## config.mk

```make
export PLATFORM = sky130hd
export DESIGN_NAME = wino_tile_gen_3x3_flat
export DESIGN_NICKNAME = d
export VERILOG_FILES = /design/src/rtl/wino_tile_gen_3x3_if.sv /design/src/rtl/wino_tile_gen_3x3.sv /design/src/flat_wrapper.sv
export SDC_FILE = /design/constraint.sdc
export NUM_CORES = 1
export LEC_CHECK = 0
export ABC_AREA = 1
export BUFFER_PORTS_ARGS = -buffer_cell sky130_fd_sc_hd__buf_4
export CORE_ASPECT_RATIO = 1.5
export CORE_MARGIN = 4
export CORE_UTILIZATION = 41
export DETAILED_ROUTE_END_ITERATION = 6
export PLACE_DENSITY = 0.68
export RECOVER_POWER = 25
export SYNTH_ARGS = -nofsm -noshare
export SYNTH_HDL_FRONTEND = slang
export SYNTH_SLANG_ARGS = --single-unit
```

## constraint.sdc

```tcl
create_clock -name clk -period 5.8 [get_ports clk]
set_input_delay 0.29 -clock clk [delete_from_list [all_inputs] [get_ports clk]]
set_output_delay 0.29 -clock clk [all_outputs]
set_load 0.1 [all_outputs]
```

## src/rtl/wino_tile_gen_3x3_if.sv

```systemverilog
// Pixel-in / tile-out handshake bundle for the 3x3 Winograd tile generator.
// The master side drives pixels and tile_ready; the slave side is the generator.
interface wino_tile_gen_3x3_if #(
    parameter int unsigned data_width = 18
);
    logic [data_width-1:0] pix_in;
    logic                  pix_valid;
    logic                  pix_ready;
    logic [data_width-1:0] tile0, tile1, tile2, tile3, tile4, tile5, tile6, tile7, tile8;
    logic                  tile_valid;
    logic                  tile_ready;
    logic                  tile_last;

    modport master (
        output pix_in, pix_valid, tile_ready,
        input  pix_ready, tile0, tile1, tile2, tile3, tile4, tile5, tile6, tile7, tile8,
        input  tile_valid, tile_last
    );

    modport slave (
        input  pix_in, pix_valid, tile_ready,
        output pix_ready, tile0, tile1, tile2, tile3, tile4, tile5, tile6, tile7, tile8,
        output tile_valid, tile_last
    );
endinterface

```

## src/rtl/wino_tile_gen_3x3.sv

```systemverilog
// Raster-order pixel stream to overlapping 3x3 tiles (stride 2) for the Winograd
// input transform; two line buffers plus a 3x3 shift window.
module wino_tile_gen_3x3 #(
    parameter int unsigned data_width = 18,
    parameter int unsigned IMG_W      = 9,
    parameter int unsigned IMG_H      = 9
) (
    input  logic               clk,
    input  logic               rst_n,
    wino_tile_gen_3x3_if.slave io_bus
);
    localparam int unsigned CW = $clog2(IMG_W);
    localparam int unsigned RW = $clog2(IMG_H);

    logic [CW-1:0]         r_col;
    logic [RW-1:0]         r_row;
    logic [data_width-1:0] r_lb1 [IMG_W];
    logic [data_width-1:0] r_lb2 [IMG_W];
    logic [data_width-1:0] r_win [3][3];
    logic                  r_tile_valid;
    logic                  r_tile_last;

    logic                  w_pix_ready;
    logic                  w_accept;
    logic                  w_col_end;
    logic                  w_row_end;
    logic                  w_trigger;
    logic [data_width-1:0] w_lb1_rd;
    logic [data_width-1:0] w_lb2_rd;

    assign w_pix_ready = !r_tile_valid || io_bus.tile_ready;
    assign w_accept    = io_bus.pix_valid && w_pix_ready;
    assign w_col_end   = (r_col == CW'(IMG_W - 1));
    assign w_row_end   = (r_row == RW'(IMG_H - 1));
    assign w_trigger   = w_accept && (r_row >= RW'(2)) && !r_row[0]
                      && (r_col >= CW'(2)) && !r_col[0];
    assign w_lb1_rd    = r_lb1[r_col];
    assign w_lb2_rd    = r_lb2[r_col];

    always_ff @(posedge clk or negedge rst_n) begin
        if (!rst_n) begin
            r_col <= '0;
            r_row <= '0;
        end else if (w_accept) begin
            if (w_col_end) begin
                r_col <= '0;
                r_row <= w_row_end ? '0 : r_row + RW'(1);
            end else begin
                r_col <= r_col + CW'(1);
            end
        end
    end

    // Line buffers are never reset: every entry is rewritten before a tile reads it.
    always_ff @(posedge clk) begin
        if (w_accept) begin
            r_lb2[r_col] <= w_lb1_rd;
            r_lb1[r_col] <= io_bus.pix_in;
        end
    end

    always_ff @(posedge clk or negedge rst_n) begin
        if (!rst_n) begin
            for (int i = 0; i < 3; i++) begin
                for (int j = 0; j < 3; j++) begin
                    r_win[i][j] <= '0;
                end
            end
        end else if (w_accept) begin
            for (int i = 0; i < 3; i++) begin
                r_win[i][0] <= r_win[i][1];
                r_win[i][1] <= r_win[i][2];
            end
            r_win[0][2] <= w_lb2_rd;
            r_win[1][2] <= w_lb1_rd;
            r_win[2][2] <= io_bus.pix_in;
        end
    end

    // The window doubles as the output register: it only moves on accept, and
    // accept is blocked while a tile is held.
    always_ff @(posedge clk or negedge rst_n) begin
        if (!rst_n) begin
            r_tile_valid <= 1'b0;
            r_tile_last  <= 1'b0;
        end else if (w_trigger) begin
            r_tile_valid <= 1'b1;
            r_tile_last  <= w_col_end && w_row_end;
        end else if (io_bus.tile_ready) begin
            r_tile_valid <= 1'b0;
            r_tile_last  <= 1'b0;
        end
    end

    assign io_bus.pix_ready  = w_pix_ready;
    assign io_bus.tile_valid = r_tile_valid;
    assign io_bus.tile_last  = r_tile_last;
    assign io_bus.tile0      = r_win[0][0];
    assign io_bus.tile1      = r_win[0][1];
    assign io_bus.tile2      = r_win[0][2];
    assign io_bus.tile3      = r_win[1][0];
    assign io_bus.tile4      = r_win[1][1];
    assign io_bus.tile5      = r_win[1][2];
    assign io_bus.tile6      = r_win[2][0];
    assign io_bus.tile7      = r_win[2][1];
    assign io_bus.tile8      = r_win[2][2];
endmodule
```

## src/flat_wrapper.sv

```systemverilog
// flat-port wrapper written by rule: the top's interface ports become plain ports
module wino_tile_gen_3x3_flat 
#(
    parameter int unsigned data_width = 18,
    parameter int unsigned IMG_W      = 9,
    parameter int unsigned IMG_H      = 9
)
  (clk, rst_n, io_bus_pix_in, io_bus_pix_valid, io_bus_tile_ready, io_bus_pix_ready, io_bus_tile0, io_bus_tile1, io_bus_tile2, io_bus_tile3, io_bus_tile4, io_bus_tile5, io_bus_tile6, io_bus_tile7, io_bus_tile8, io_bus_tile_valid, io_bus_tile_last);
  wino_tile_gen_3x3_if #(.data_width(data_width)) io_bus_i ();
  input  logic clk;
  input  logic rst_n;
  input wire logic [$bits(io_bus_i.pix_in)-1:0] io_bus_pix_in;
  input wire logic [$bits(io_bus_i.pix_valid)-1:0] io_bus_pix_valid;
  input wire logic [$bits(io_bus_i.tile_ready)-1:0] io_bus_tile_ready;
  output wire logic [$bits(io_bus_i.pix_ready)-1:0] io_bus_pix_ready;
  output wire logic [$bits(io_bus_i.tile0)-1:0] io_bus_tile0;
  output wire logic [$bits(io_bus_i.tile1)-1:0] io_bus_tile1;
  output wire logic [$bits(io_bus_i.tile2)-1:0] io_bus_tile2;
  output wire logic [$bits(io_bus_i.tile3)-1:0] io_bus_tile3;
  output wire logic [$bits(io_bus_i.tile4)-1:0] io_bus_tile4;
  output wire logic [$bits(io_bus_i.tile5)-1:0] io_bus_tile5;
  output wire logic [$bits(io_bus_i.tile6)-1:0] io_bus_tile6;
  output wire logic [$bits(io_bus_i.tile7)-1:0] io_bus_tile7;
  output wire logic [$bits(io_bus_i.tile8)-1:0] io_bus_tile8;
  output wire logic [$bits(io_bus_i.tile_valid)-1:0] io_bus_tile_valid;
  output wire logic [$bits(io_bus_i.tile_last)-1:0] io_bus_tile_last;
  assign io_bus_i.pix_in = io_bus_pix_in;
  assign io_bus_i.pix_valid = io_bus_pix_valid;
  assign io_bus_i.tile_ready = io_bus_tile_ready;
  assign io_bus_pix_ready = io_bus_i.pix_ready;
  assign io_bus_tile0 = io_bus_i.tile0;
  assign io_bus_tile1 = io_bus_i.tile1;
  assign io_bus_tile2 = io_bus_i.tile2;
  assign io_bus_tile3 = io_bus_i.tile3;
  assign io_bus_tile4 = io_bus_i.tile4;
  assign io_bus_tile5 = io_bus_i.tile5;
  assign io_bus_tile6 = io_bus_i.tile6;
  assign io_bus_tile7 = io_bus_i.tile7;
  assign io_bus_tile8 = io_bus_i.tile8;
  assign io_bus_tile_valid = io_bus_i.tile_valid;
  assign io_bus_tile_last = io_bus_i.tile_last;
  wino_tile_gen_3x3 #(.data_width(data_width), .IMG_W(IMG_W), .IMG_H(IMG_H)) u_core (.clk(clk), .rst_n(rst_n), .io_bus(io_bus_i));
endmodule
```

### Word level (Yosys, flattened, before mapping)

Memories as Yosys holds them, arrays and structs flattened. A register that Yosys moved wholly into a read port is not among the register bits.
Index checks and enable logic that the tools add are counted.

| operators by class | value |
|---|---|
| add/sub/neg operators | 2 |
| order comparisons | 2 |
| equal/unequal tests | 2 |
| mux-type cells | 7 |
| reductions and logical operators | 13 |

Operators with widths:

| operator | count |
|---|---|
| $add A4 B1 Y4 const B | 2 |
| $eq A4 B4 Y1 const B | 2 |
| $ge A4 B2 Y1 const B | 2 |
| $mux W4 | 2 |
| $logic_and A1 B1 Y1 | 6 |
| $mux W1 | 5 |
| $logic_not A1 Y1 | 4 |
| $reduce_and A2 Y1 | 1 |
| $reduce_bool A2 Y1 | 1 |
| $logic_or A1 B1 Y1 | 1 |

| word-level totals | value |
|---|---|
| flip-flop bits (word level) | 154 |
| bits in writable memories | 324 |
| input port bits | 22 |
| output and inout bits | 165 |
| logic and storage cells | 40 |
| memories | 2 |

Memories:

| name | depth | width | rd ports | clocked after memory_dff | write ports | RTL line | RTL |
|---|---|---|---|---|---|---|---|
| u_core.r_lb1 | 9 | 18 | 1 | 0 | 1 | wino_tile_gen_3x3.sv:17 | `logic [data_width-1:0] r_lb1 [IMG_W];` |
| u_core.r_lb2 | 9 | 18 | 1 | 1 | 1 | wino_tile_gen_3x3.sv:18 | `logic [data_width-1:0] r_lb2 [IMG_W];` |

### Logic depth before layout (Yosys ltp)

| logic depth | value |
|---|---|
| depth in word-level cells | 8 |
| mapped depth | 12 |
| gate-level depth less buffers | 9 |

### Worst setup path before layout

No wires, ideal clock.

| timing path | value |
|---|---|
| path type | register to register |
| from | reg u_core.r_tile_valid (netlist: u_core.io_bus.tile_valid) |
| to | mem u_core.r_lb1[4][0] (enable) |
| library setup time | 0.474 ns |
| arrival time | 4.723 ns |
| data required time | 5.326 ns |
| path slack | 0.603 ns |
| stages on the path, launching flop included | 6 |
| buffers on the path | 2 |
| period minus slack after synthesis | 5.197 ns |
| cell sequence | dfrtp_1 > nand2_1 > nand2_2 > buf_2 > buf_2 > nor3_1 |

| between the ends | value |
|---|---|
| cells in the longest elaborated chain, start to end | 5 |

RTL lines:

| item | RTL line | RTL |
|---|---|---|
| start: declaration | wino_tile_gen_3x3.sv:20 | `logic r_tile_valid;` |
| start signal: assignment | wino_tile_gen_3x3.sv:84 | `r_tile_valid <= 1'b0;` |
| start signal: assignment | wino_tile_gen_3x3.sv:87 | `r_tile_valid <= 1'b1;` |
| start signal: assignment | wino_tile_gen_3x3.sv:90 | `r_tile_valid <= 1'b0;` |
| $logic_not A1 Y1 | wino_tile_gen_3x3.sv:31 | `assign w_pix_ready = !r_tile_valid \|\| io_bus.tile_ready;` |
| $logic_or A1 B1 Y1 | wino_tile_gen_3x3.sv:31 |  |
| via io_bus_pix_ready | flat_wrapper.sv:15 | `output wire logic [$bits(io_bus_i.pix_ready)-1:0] io_bus_pix_ready;` |
| $logic_and A1 B1 Y1 | wino_tile_gen_3x3.sv:32 | `assign w_accept = io_bus.pix_valid && w_pix_ready;` |
| $mux W1 | wino_tile_gen_3x3.sv:56 | `if (w_accept) begin` |
| $mux W1 (implied by the code) | wino_tile_gen_3x3.sv:58 | `r_lb1[r_col] <= io_bus.pix_in;` |
| end: declaration | wino_tile_gen_3x3.sv:17 |  |

The timed path passes the listed nets, and every way through them passes these cells.

### Final worst setup path

| timing path | value |
|---|---|
| from | reg u_core.r_col[0] |
| to | mem u_core.r_lb1[5][11] (enable) |

RTL lines:

| item | RTL line | RTL |
|---|---|---|
| start: declaration | wino_tile_gen_3x3.sv:15 | `logic [CW-1:0] r_col;` |
| start signal: assignment | wino_tile_gen_3x3.sv:49 | `r_col <= r_col + CW'(1);` |

Straight into the memory's write port.

==> impl_results.md <==
- Worst setup EP type: register
- Synth Instances: ~2000
- Wire per inst: approximately 17 microns
- # hold bufs at CTS: 6
- Reg2reg setup slack: between 2000 and 2500 ps
- Post-synthesis simple-gate area fraction: 19.9%
- Worst Skew: ~14 ps
- Drt via density: about 4.8
- Drt first pass iters: 5
- Synth Cell Area: slightly above 0.02 sq mm
- DRC viols: 0
- Drt total wl: around 47000 microns
- CTS Root Buffer Type: clkbuf_16
- Sequential cell area: between 0.01 and 0.015 sq mm
- Synth cell types: 24
- Seq/Total Area, Yosys: 69.4%
- FF+latch count, synth: approximately 500
- Final Hold Viols: 0
- Initial DRC count: roughly 1000
- R2r startpoint: u_core.r_col[0]
- Final setup fails: 0
- Post-route ant nets: 0
- Layout cells sized above 1: 12.3%
- Worst-path cell chain: buf_4 -> ha_1 -> inv_1 -> nor3_2 -> buf_12
- Post-synthesis compound-gate area fraction: under 10%
- Critical Path RT: 6040 ps
- Die ar.: 0.0530 sq mm
- Worst rel slew slack: between 20% and 30%
- I/O pins: 187
- Crit path launch type: register
- Post-Layout Cell Count: 2828
- Area growth from synthesis to layout: 16.4%
- Final min period: between 3000 and 4000 ps
- Antenna violations before repair: 1
- First-pass GRT wire length: ~74000 microns
- Pre-CTS setup slack: ~2400 ps
- Crit path DAT: between 3000 and 4000 ps
- Sink Count: slightly below 500
- Status: finished clean
- Crit-path max cell delay: roughly 860 ps
- Placed Cells: about 2700
- Tightest Pin Transition: approximately 1200 ps
- Port Buffer Count: 186
- Most frequent cells in the layout: 821 x nand2_1, 324 x edfxtp_1, 248 x inv_1, 170 x dfrtp_1, 160 x buf_4
- CP max-delay cell: dfrtp_4
- Post-synthesis xor/xnor area fraction: 0%
- Total GRT Usage: between 10% and 20%
- Syn nets: 2001
- Yosys warning count: 0
- Final worst path period share: between 50% and 60%
- CTS resizes: 0
- Highest Clock Rate: just under 300 MHz
- Dpl hpwl: 28200 microns
- Final worst slack: ~2400 ps
- Hold Path Class: input port to register
- Clk buf depth: 3
- CTS tree: yes
- MaxCap Viol Count: 0
- Syn avg cell area: roughly 10 sq um
- Setup TNS Final: 0 ps
- Gpl congestion: ~0.79
- HP Start: io_bus_pix_in[9]
- Critical path class: register to register
- Clock latency on the worst-skew pair: ~560 ps
- Worst Setup SP: u_core.r_col[0]
- Final net count: 2163
- Post-synthesis mux area share: 0%
- Max Transition Viols Final: 0
- Crit Path Max Fanout: between 80 and 90
- CTS Buf Count: 45
- Post-CTS Setup Bufs: 0
- Die Wd: between 150 and 200 microns
- Die height: about 280 microns
- Largest family of logic cells by synthesized area: simple AND/OR/NAND/NOR gates
- RSZ-0062 raised after global routing: no
- CORE AREA: 0.0487 sq mm
- Starting density of the core: roughly two fifths
- Commonest non-fill, non-tap cell in the layout: nand2_1
- Clock Pin Slew Worst Setup and Hold Paths: around 60 ps
- Largest net degree at the start of global routing: roughly 110
- Post-Synth Adder-Cell Area: less than 1%
- Grt ovf: 0
- Via Count: between 10000 and 15000
- Cell Rows: between 90 and 100
- Fillcell total: around 4400
- Number of global-route vias before repair: ~13000
- Area occupied by multi-input gates: ~0.0048 sq mm
- CTS H-tree lvls: 2
==> routing by layer <==
metal	part of all wire (%)	routed length [microns]	track usage, %	vias up
met5	0	0	0	-
met4	2.4	1130	5.31	0
met3	5.9	2780	2.63	75
met2	52	24700	31.4	424
met1	40	18700	21.7	6429
li1	-	-	-	6580
==> cell families (layout without fill, tap and decap cells) <==
| family | count (synthesis) | after routing |
|---|---|---|
| fa+ha+maj | 7 | 7 |
| buf+inv | 347 | 546 |
| flops | 496 | 496 |
| simple gates | 997 | 997 |
| compound gates | 125 | 125 |
| other cells | 0 | 1 |
==> metrics by stage <==
step / utilization (%) / instance area (sq um) / hold slack (ps)
final: 48.4 / 23500 / 230
after global routing: 48.4 / 23500 / 230
after CTS: 48.7 / 23700 / 0.444
after detailed placement: 45.6 / 22200 / 437
after global placement: 45.6 / 22200 / 438
after floorplan: - / 20200 / -5.59
==> path summary, 6_finish.rpt <==
check	end	depth (start not counted)
max in group asynchronous	u_core.io_bus.tile8[3]	3
hold reg to reg	u_core.io_bus.tile0[10]	2
hold / removal	u_core.r_lb1[6][9]	1
setup reg to reg	u_core.r_lb1[5][11]	5
min in group asynchronous	u_core.io_bus.tile3[15]	2
setup / recovery	u_core.r_lb1[5][11]	5
==> synth_stat cells <==
master / n / area [sq um]
buf_2: 39 / 195
nand4_1: 1 / 6.26
o21ai_0: 90 / 450
a21oi_1: 22 / 110
o21ai_1: 12 / 60.1
nor3_2: 1 / 10.0
nand2_1: 821 / 3080
buf_6: 3 / 33.8
nand2_2: 1 / 6.26
ha_1: 7 / 87.6
nor3_1: 11 / 55.1
inv_2: 3 / 11.3
edfxtp_1: 324 / 9730
nand3_2: 18 / 180
nor2_1: 26 / 97.6
clkbuf_1: 29 / 109
inv_1: 248 / 931
nor2_2: 1 / 6.26
a31oi_1: 1 / 6.26
nand3_1: 115 / 576
and3_1: 2 / 12.5
buf_1: 7 / 26.3
buf_4: 18 / 135
dfrtp_1: 172 / 4300
==> worst max-delay path: cells and delay by family, from the launching register on <==
| family | cells | cell delay (ps) |
|---|---|---|
| buffers and inverters | 3 | 1190 |
| flip-flops | 1 | 860 |
| adder cells (fa/ha/maj) | 1 | 270 |
| AND/OR/NAND/NOR | 1 | 710 |
==> cell type report <==
class,count,area share (%)
multi-input combinational,1129,20.4
sequential,496,59.6
inverter,251,4.02
antenna,1,0.0106
clock inverter,21,0.574
clock buffer,63,5.65
tap,656,3.49
timing repair buffer,211,6.18
==> flip-flops by register name (all words and copies together) (netlist names) <==
name	flops
u_core.io_bus.tile0	18
u_core.io_bus.tile1	18
u_core.io_bus.tile2	18
u_core.io_bus.tile3	18
u_core.io_bus.tile4	18
u_core.io_bus.tile5	18
u_core.io_bus.tile6	18
u_core.io_bus.tile7	18
u_core.io_bus.tile8	18
u_core.io_bus.tile_last	1
u_core.io_bus.tile_valid	1
u_core.r_col	4
u_core.r_lb1	162
u_core.r_lb2	162
u_core.r_row	4
Power is not shown: default switching activity piles up to over one toggle a cycle in this logic, so the estimate is an artifact.
